$ cat config.mk
export PLATFORM = sky130hd
export DESIGN_NAME = serial_adder_ctrl
export DESIGN_NICKNAME = d
export VERILOG_FILES = /design/src/rtl/serial_adder_pkg.sv /design/src/rtl/full_adder.sv /design/src/rtl/serial_adder_ctrl.sv
export SDC_FILE = /design/constraint.sdc
export NUM_CORES = 1
export LEC_CHECK = 0
export ABC_AREA = 1
export BUFFER_PORTS_ARGS = -buffer_cell sky130_fd_sc_hd__buf_2
export CAP_MARGIN = 20
export CORE_MARGIN = 4
export CORE_UTILIZATION = 41
export DETAILED_ROUTE_END_ITERATION = 16
export PLACE_DENSITY = 0.63
export SYNTH_ARGS = -nofsm -noshare
export SYNTH_HDL_FRONTEND = slang
export SYNTH_SLANG_ARGS = --single-unit
$ cat constraint.sdc
create_clock -name clk -period 1.15 [get_ports clk]
set_input_delay 0.1725 -clock clk [delete_from_list [all_inputs] [get_ports clk]]
set_output_delay 0.1725 -clock clk [all_outputs]
set_load 0.01 [all_outputs]
$ cat src/rtl/serial_adder_pkg.sv
// Shared definitions for the bit-serial adder controller: FSM state encoding and default width.
package serial_adder_pkg;

    localparam int unsigned DEF_WIDTH = 8;

    typedef enum logic [1:0] {
        ST_IDLE = 2'd0,
        ST_RUN  = 2'd1,
        ST_DONE = 2'd2
    } state_t;

endpackage

$ cat src/rtl/full_adder.sv
// Single-bit full adder cell shared by the serial adder datapath.
module full_adder (
    input  logic A,
    input  logic B,
    input  logic Cin,
    output logic S,
    output logic Cout
);

    assign S    = A ^ B ^ Cin;
    assign Cout = (A & B) | (Cin & (A ^ B));

endmodule

$ cat src/rtl/serial_adder_ctrl.sv
// Bit-serial adder controller: one full_adder sequenced LSB first over WIDTH cycles.
// Optional signed-overflow output enabled by defining SERIAL_ADDER_OVF_EN.
module serial_adder_ctrl
    import serial_adder_pkg::*;
#(
    parameter int unsigned WIDTH = DEF_WIDTH
) (
    input  logic             clk,
    input  logic             rst,
    input  logic             start,
    input  logic [WIDTH-1:0] a,
    input  logic [WIDTH-1:0] b,
    input  logic             cin,
    output logic             ready,
    output logic             busy,
    output logic             done,
    output logic [WIDTH-1:0] sum,
    output logic             cout,
    output logic             ovf
);

    localparam int unsigned CNT_W = (WIDTH > 1) ? $clog2(WIDTH) : 1;

    state_t             r_state;
    logic               r_ready;
    logic               r_busy;
    logic               r_done;
    logic [WIDTH-1:0]   r_a_sh;
    logic [WIDTH-1:0]   r_b_sh;
    logic [WIDTH-1:0]   r_sum;
    logic               r_carry;
    logic               r_cout;
    logic [CNT_W-1:0]   r_cnt;

    logic               w_s;
    logic               w_cout;
    logic               w_last;

    full_adder u_fa (
        .A    (r_a_sh[0]),
        .B    (r_b_sh[0]),
        .Cin  (r_carry),
        .S    (w_s),
        .Cout (w_cout)
    );

    // RUN exits on the final bit; the counter stops there and never wraps
    assign w_last = (r_cnt == CNT_W'(WIDTH - 1));

    // Sequencer: state, handshake flags, operand shifters, carry and result
    always_ff @(posedge clk or posedge rst) begin
        if (rst) begin
            r_state <= ST_IDLE;
            r_ready <= 1'b1;
            r_busy  <= 1'b0;
            r_done  <= 1'b0;
            r_a_sh  <= '0;
            r_b_sh  <= '0;
            r_sum   <= '0;
            r_carry <= 1'b0;
            r_cout  <= 1'b0;
            r_cnt   <= '0;
        end else begin
            case (r_state)
                ST_IDLE: begin
                    if (start) begin
                        r_a_sh  <= a;
                        r_b_sh  <= b;
                        r_carry <= cin;
                        r_cnt   <= '0;
                        r_sum   <= '0;
                        r_state <= ST_RUN;
                        r_ready <= 1'b0;
                        r_busy  <= 1'b1;
                    end
                end
                ST_RUN: begin
                    r_sum   <= {w_s, r_sum[WIDTH-1:1]};
                    r_carry <= w_cout;
                    r_a_sh  <= {1'b0, r_a_sh[WIDTH-1:1]};
                    r_b_sh  <= {1'b0, r_b_sh[WIDTH-1:1]};
                    if (w_last) begin
                        r_cout  <= w_cout;
                        r_state <= ST_DONE;
                        r_busy  <= 1'b0;
                        r_done  <= 1'b1;
                    end else begin
                        r_cnt   <= r_cnt + CNT_W'(1);
                    end
                end
                ST_DONE: begin
                    r_state <= ST_IDLE;
                    r_done  <= 1'b0;
                    r_ready <= 1'b1;
                end
                default: begin
                    r_state <= ST_IDLE;
                    r_ready <= 1'b1;
                    r_busy  <= 1'b0;
                    r_done  <= 1'b0;
                end
            endcase
        end
    end

`ifdef SERIAL_ADDER_OVF_EN
    logic r_ovf;

    // Signed overflow: carry into the MSB differs from carry out of it
    always_ff @(posedge clk or posedge rst) begin
        if (rst) begin
            r_ovf <= 1'b0;
        end else if (r_state == ST_RUN && w_last) begin
            r_ovf <= r_carry ^ w_cout;
        end
    end

    assign ovf = r_ovf;
`else
    assign ovf = 1'b0;
`endif

    assign ready = r_ready;
    assign busy  = r_busy;
    assign done  = r_done;
    assign sum   = r_sum;
    assign cout  = r_cout;

endmodule

* Word level (Yosys, flattened, before mapping)
Index checks and enable logic that the tools add are counted.
** Storage, ports and cells
- Bits in registers :: 34
- Word-level logic and storage cells :: 55
- Input port bits :: 20
** Operators by class
- Equality and inequality tests :: 6
- Mux-type cells :: 21
- Reduce and logical (&&, ||, !) cells :: 9
- Bitwise gates (word level) :: 8
- $add $sub $neg :: 1
** Operator list (count)
- case mux 8 bit (2 select lines) :: 3
- two-way mux 8 bit :: 3
- AND reduction 2 bit :: 5
- two-way mux 3 bit :: 2
- != test 2 bit (second input constant) :: 3
- case mux 1 bit (2 select lines) :: 3
- case mux 3 bit (2 select lines) :: 1
- AND reduction 3 bit :: 2
- two-way mux 1 bit :: 5
- two-way mux 2 bit :: 2
- case mux 2 bit (2 select lines) :: 1
- adder 3 x 1 -> 3 bit (second input constant) :: 1
- == test 3 bit (second input constant) :: 1
- inverter 1 bit :: 3
- case mux 1 bit (3 select lines) :: 1
- bitwise AND 1 bit :: 2
- == test 2 x 1 -> 1 bit (second input constant) :: 1
- == test 2 bit (second input constant) :: 1
- zero test 2 bit :: 1
- nonzero test 2 bit :: 1
- XOR 1 bit :: 2
- OR 1 bit :: 1

* Longest topological paths before layout
Gate-level depths: netlist (run 1).
- Depth after elaboration :: 4
- Depth in mapped cells :: 7
- Depth with buffers taken out :: 7

* Modules after synthesis
Synthesis (run 1) repeated with hierarchy kept, for this count alone.
** Second synthesis, totals
- Cell total of the unflattened synthesis :: 200
- Area total of the unflattened synthesis :: 1655.3 um2
** Modules (own cells, without submodules)
- serial_adder_ctrl :: area an instance 1635.3 um2, sequential area each 852.1 um2, cells an instance 199, times used 1
- full_adder :: area an instance 20.0 um2, sequential area each 0.0 um2, cells an instance 1, times used 1

* Worst setup path before layout (run 1)
OpenSTA, ideal clock, no wires.
- Path kind :: register to register
- Start point :: reg r_cnt[0]
- End point :: reg r_cout (netlist: cout)
- Library setup time :: 0.123 ns
- Data arrival time :: 1.054 ns
- Cell stages (with the launch flop) :: 7
- Slack :: -0.027 ns
- Cell sequence :: dfrtp_1 -> ha_1 -> ha_1 -> nand2_1 -> nor2_1 -> nand2_1 -> nand2_1
** Between the ends
- Word-level cells in the longest chain between the ends :: 2
** RTL lines
- start: declaration :: line serial_adder_ctrl.sv:33 : logic [CNT_W-1:0] r_cnt;
- start signal: assignment :: line serial_adder_ctrl.sv:88 : r_cnt <= r_cnt + CNT_W'(1);
- == test 3 bit :: line serial_adder_ctrl.sv:48 : assign w_last = (r_cnt == CNT_W'(WIDTH - 1));
- AND reduction 2 bit (no source line)
- end signal: assignment :: line serial_adder_ctrl.sv:83 : r_cout <= w_cout;
- end: declaration :: line serial_adder_ctrl.sv:32 : logic r_cout;
Every way passes these cells.
A chain may end at the register's enable or synchronous reset.

* Worst setup path after layout (run 1)
- Start point :: reg r_cnt[1]
- End point :: reg r_cnt[0]
** Between the ends
- Word-level cells in the longest chain between the ends :: 3
** RTL lines (line)
- == test 3 bit :: serial_adder_ctrl.sv:48
- != test 2 bit (no source line)
- AND reduction 3 bit (no source line)
Every way passes these cells.

==> flow_summary.yaml, run 1 <==
logic_synthesis:
  synthArstFlopShare: 1.00
  yosys_warnings: 0
  synth.distinct_cells: 18
  syn_area_per_cell_um2: 8.20
  ys_seq_area_frac: 0.512
  synth_area_um2: 1660
  syn_inst: 203
  yosysTopAreaCell: "dfrtp_1"
  synth-main-ff-cell: "dfrtp_1"
  synth_top_area_share: 0.496
  syn_nets: 226
  synth.most_common_cell: "nand2_1"
  ys_seq_elements: 34
  yosys-top-cells-count: "81 x nand2_1, 44 x nand3_1, 33 x dfrtp_1"
  yosys-top-cells-area: "dfrtp_1 50%, nand2_1 18%, nand3_1 13%"
  synth_edf_count: 0
worst_setup_path:
  endpoint_kind: "flip-flop"
  required_ns: 1.33
  critPathLaunchType: "flip-flop"
  worstSetupPathType: "reg -> reg"
  critPathMaxFanout: 4
  cp.arrival_ns: 1.32
die:
  die_h_um: 71.7
  core_area_um2: 3800
  start_util: 0.438
  dieArea_um2: 5140
  ios: 33
  row_count: 22
  die_w_um: 71.7
grt:
  grt_util_all_layers: 0.150
  grt_pass1_wl_um: 6170
  grt_overflow_total: 0
  grt_max_degree: 35
  grt_pass1_vias: 1354
  antenna_found_initial: 0
pwr:
  cellLeakagePower_nw: 1.17
  ir_drop_mv: 1.47
  power_density_nw_per_um2: 2620
  finalPower_mw: 5.72
timing:
  fin_crit_ns: 1.14
  rsz0062_at_grt: "yes"
  finalHoldViolations: 0
  slew_viol_final: 0
  fmax_ghz: 0.879
  fin_crit_sh: 0.989
  setup_viol_count_final: 0
  skew_ns: 0.00886
routing:
  wl_met1_um: 1790
  wl_met3_um: 214
  final_antenna_net_count: 0
  routed_wl_um: 3760
  viasPerCell: 4.81
  drc: 0
  drt-wirelength-per-cell_um: 12.5
  vias: 1447
  top_layer: "met4"
  met2_length_um: 1720
  drt_first_pass_iters: 4
  dr.first_iter.drc_count: 72
placed_design:
  placedCellCount: 287
  gp_congestion: 0.776
  io_buffers: 31
  dp.final_hpwl_um: 2480
  placed_cell_area_um2: 1940
clock_network:
  clkLatencyLatePin_ns: 0.29
  h-tree-depth: 2
  cts_tree: "built"
  clock_sinks: 34
  cts_made_buffers: 5
  clk_pin_slew_ns: 0.07
  clockBufferDepth: 2
  cts-root-buf: "clkbuf_8"
run_status:
  status: "completed"
finish:
  drive_gt1_frac: 0.344
  area_growth_pct: 31.1
  design_area_um2: 2180
  fin_nets: 275
  layoutNonFillerInstCount: 301
  n_antenna_cell: 0
flow_run:
  cap_violations: 0
hold_path:
  min_path_type: "in -> reg"
-- stage by stage --
| step | worst slack, ns | util | hold WS [ns] | setup TNS [ns] |
|---|---|---|---|---|
| after floorplan | 0.00751 | - | 0.282 | 0 |
| after global placement | -0.0104 | 0.511 | 0.228 | -0.0152 |
| after detailed placement | -0.0515 | 0.511 | 0.233 | -0.120 |
| after CTS | 0.00535 | 0.544 | 0.0800 | 0 |
| after global routing | -0.0571 | 0.574 | 0.0948 | -0.374 |
| final | 0.0122 | 0.574 | 0.0824 | 0 |
-- worst max-delay path, stage by stage (launching register included) --
cell and delay, ns:
dfrtp_1 0.39, ha_2 0.21, ha_4 0.19, inv_4 0.06
nand2_4 0.07, nand3_2 0.06, nand2_1 0.05
-- final cells by class --
cell class	instances	area, um2
fill	356	1620
clock inverter	1	5.00
clock buffer	7	86.3
sequential	34	853
timing repair buffer	53	355
multi-input combinational	147	774
inverter	11	46.3
tap	48	60.1
-- routing by layer --
metal,up-vias,global-route usage
li1,747,-
met1,663,0.205
met2,32,0.231
met3,5,0.0449
met4,0,0.0438
met5,-,0
-- cell usage in the layout, fill, tap and decap left out, types with 5 or more instances in the layout --
cell and count:
nand3_2 5, o21ai_1 8, clkbuf_8 6, buf_4 17
nand2_1 75, inv_2 5, dfrtp_1 32, nand3_1 39
buf_2 31
-- path summary, 6_finish.rpt --
check,from,endpoint,slack (ns),depth (start not counted)
hold reg to reg,cout$_DFFE_PP0P_,cout$_DFFE_PP0P_,0.51,2
max in group asynchronous,rst,ready$_DFFE_PP1P_,0.43,4
setup reg to reg,r_cnt[1]$_DFFE_PP0P_,r_cnt[0]$_DFFE_PP0P_,0.01,6
min in group asynchronous,rst,r_cnt[1]$_DFFE_PP0P_,0.46,4
hold / removal,a[7],r_a_sh[7]$_DFFE_PP0P_,0.08,3
setup / recovery,r_cnt[1]$_DFFE_PP0P_,r_cnt[0]$_DFFE_PP0P_,0.01,6
-- sequential cells by signal, summed over array words and instances, names as in the netlist --
name,count
r_cnt,3
r_carry,1
r_state,2
cout,1
ready,1
sum,8
busy,1
r_a_sh,8
done,1
r_b_sh,8
-- kinds of logic after synthesis --
family / Yosys count / share of synthesized area
AND/OR/NAND/NOR: 134 / 0.353
flip-flops: 34 / 0.512
other: 1 / 0.00225
adder cells (fa/ha/maj): 3 / 0.0271
AO/OA/AOI/OAI: 9 / 0.0271
buffers and inverters: 22 / 0.0782
-- power by group --
| part | switching [mW] | internal, mW | total, mW |
|---|---|---|---|
| clock network | 0.430 | 0.483 | 0.913 |
| logic | 1.55 | 1.21 | 2.76 |
| registers | 0.333 | 1.71 | 2.05 |
| total | 2.32 | 3.41 | 5.72 |
-- timing repair --
item	4_1_cts	5_1_grt
setup buffers	1	4
hold buffers	1	0
setup endpoints to repair	10	22
pin swaps	2	6
endpoints found under the hold margin	33	0
resized for setup	7	23
(Power assumes the default switching activity.)
==> run 2: changes to the inputs <==
Settings changed: ABC_AREA 1 to unset, CAP_MARGIN 20 to unset, SETUP_SLACK_MARGIN set to 0.2.
==> flow_summary.yaml, run 2 <==
routing:
  routed_wl_um: 3800
  drc: 0
  vias: 1318
  viasPerCell: 5.11
  dr.first_iter.drc_count: 44
  final_antenna_net_count: 0
  drt_first_pass_iters: 4
  drt-wirelength-per-cell_um: 14.7
grt:
  grt_pass1_vias: 1330
  grt_max_degree: 35
  grt_util_all_layers: 0.164
  antenna_found_initial: 0
  grt_pass1_wl_um: 6250
  grt_overflow_total: 0
pwr:
  cellLeakagePower_nw: 1.16
  finalPower_mw: 6.41
  ir_drop_mv: 1.12
  power_frac_comb: 0.537
  p_sw_mw: 2.29
  intPower_mw: 4.12
  power_density_nw_per_um2: 2660
  p_seq_frac: 0.322
  p_clk_frac: 0.141
  switching_share: 0.357
logic_synthesis:
  synthArstFlopShare: 1.00
  ys_seq_area_frac: 0.552
  ys_seq_elements: 34
  synth-main-ff-cell: "dfrtp_1"
  synth_edf_count: 0
  yosys-top-cells-area: "dfrtp_1 53%, a22o_1 7.9%, nor2_1 6.6%"
  syn_area_per_cell_um2: 11.0
  yosys-top-cells-count: "33 x dfrtp_1, 27 x nor2_1, 14 x a22o_1"
  synth_top_area_share: 0.535
  synth.most_common_cell: "dfrtp_1"
  yosys_warnings: 0
  syn_nets: 164
  syn_inst: 141
  synth_area_um2: 1540
  synth.distinct_cells: 32
  yosysTopAreaCell: "dfrtp_1"
clock_network:
  cts_tree: "built"
  h-tree-depth: 2
  clock_sinks: 34
  clockBufferDepth: 2
  cts-root-buf: "clkbuf_8"
  clkLatencyLatePin_ns: 0.29
  cts_made_buffers: 5
  clk_pin_slew_ns: 0.06
die:
  row_count: 22
  die_w_um: 69.4
  die_h_um: 69.4
  dieArea_um2: 4810
  start_util: 0.422
  ios: 33
  core_area_um2: 3660
timing:
  rsz0062_at_grt: "yes"
  tightestPinTransition_ns: 0.545
  fmax_ghz: 0.757
  setup_viol_count_final: 22
  finalHoldViolations: 0
  fin_crit_sh: 1.15
  fin_crit_ns: 1.32
  relSlewSlack: 0.636
  setup-tns-final_ns: -1.50
  slew_viol_final: 0
  fin_ws_ns: -0.172
  skew_ns: 0.00549
  worst_hold_slack_ns: 0.122
run_status:
  violations: "negative setup slack"
  status: "finished with violations"
finish:
  final_core_util: 0.658
  fin_nets: 232
  layout_common_cells: "33 x dfrtp_1, 33 x buf_4, 30 x buf_2"
  drive_gt1_frac: 0.605
  layoutNonFillerInstCount: 258
  n_antenna_cell: 0
  area_growth_pct: 55.9
  design_area_um2: 2410
hold_path:
  min_path_type: "in -> reg"
  hold_depth: 2
placed_design:
  dp.final_hpwl_um: 2390
  pre_cts_ws_ns: -0.142
  placed_cell_area_um2: 1870
  placedCellCount: 227
  gp_congestion: 0.798
  io_buffers: 31
worst_setup_path:
  required_ns: 1.32
  cp.arrival_ns: 1.49
  worstSetupPathType: "reg -> reg"
  path_cells: "ha_2, ha_4, mux2_2, a22o_1"
  endpoint_kind: "flip-flop"
  crit_path_max_incr_delay_ns: 0.40
  critPathMaxFanout: 5
  critPathLaunchType: "flip-flop"
  worst-path-buf-inv: 0
  path_delay_family: "flip-flops"
  rr_worst_depth: 4
  worst-path-stages: 4
  crit_slowest_cell: "dfrtp_1"
flow_run:
  cap_violations: 0
run 2: timing repair:
action	in CTS	in global routing
hold buffers	1	0
gates resized for setup	37	21
setup endpoints to repair	46	46
hold endpoints to repair	33	0
buffers inserted	13	9
pin swaps	8	7
run 2: logic make-up after synthesis:
group                      after synthesis  share of synthesized area
adders and majority gates                3                     0.0292
buffers and inverters                   19                     0.0624
DFF                                     34                      0.552
other                                    1                    0.00243
and+or+nand+nor                         43                      0.122
muxes                                    1                    0.00729
AOI/OAI and AO/OA                       40                      0.225
run 2: power by group through the flow:
stage / Combinational [mW] / Sequential (mW) / Clock, mW
floorplan: 1.52 / 2.09 / 0
finish: 3.45 / 2.06 / 0.903
CTS: 2.95 / 2.02 / 0.931
detailed placement: 2.27 / 2.07 / 0
global placement: 2.18 / 2.03 / 0
global route: 3.73 / 2.12 / 0.996
run 2: layout make-up:
type / count / area [um2]
fillers: 287 / 1250
flip-flops and latches: 34 / 852
multi-input cells: 88 / 851
repair buffers: 73 / 527
clock buffers: 7 / 86.3
well taps: 48 / 60.1
inverters: 7 / 26.3
clock inverters: 1 / 5.00
run 2: metal layers:
layer | vias to the layer above | GRT usage | part of all wire
li1 | 635 | - | -
met1 | 649 | 0.201 | 0.41
met2 | 28 | 0.268 | 0.52
met3 | 6 | 0.0594 | 0.051
met4 | 0 | 0.0521 | 0.018
met5 | - | 0 | 0
run 2: worst paths after layout:
| kind | from | endpoint | slack, ns |
|---|---|---|---|
| setup / recovery | r_cnt[1]$_DFFE_PP0P_ | r_cnt[0]$_DFFE_PP0P_ | -0.17 |
| hold / removal | a[7] | r_a_sh[7]$_DFFE_PP0P_ | 0.12 |
| setup reg to reg | r_cnt[1]$_DFFE_PP0P_ | r_cnt[0]$_DFFE_PP0P_ | -0.17 |
| hold reg to reg | r_b_sh[7]$_DFFE_PP0P_ | r_b_sh[7]$_DFFE_PP0P_ | 0.51 |
| max in group asynchronous | rst | ready$_DFFE_PP1P_ | 0.43 |
| min in group asynchronous | rst | sum[4]$_DFFE_PP0P_ | 0.47 |
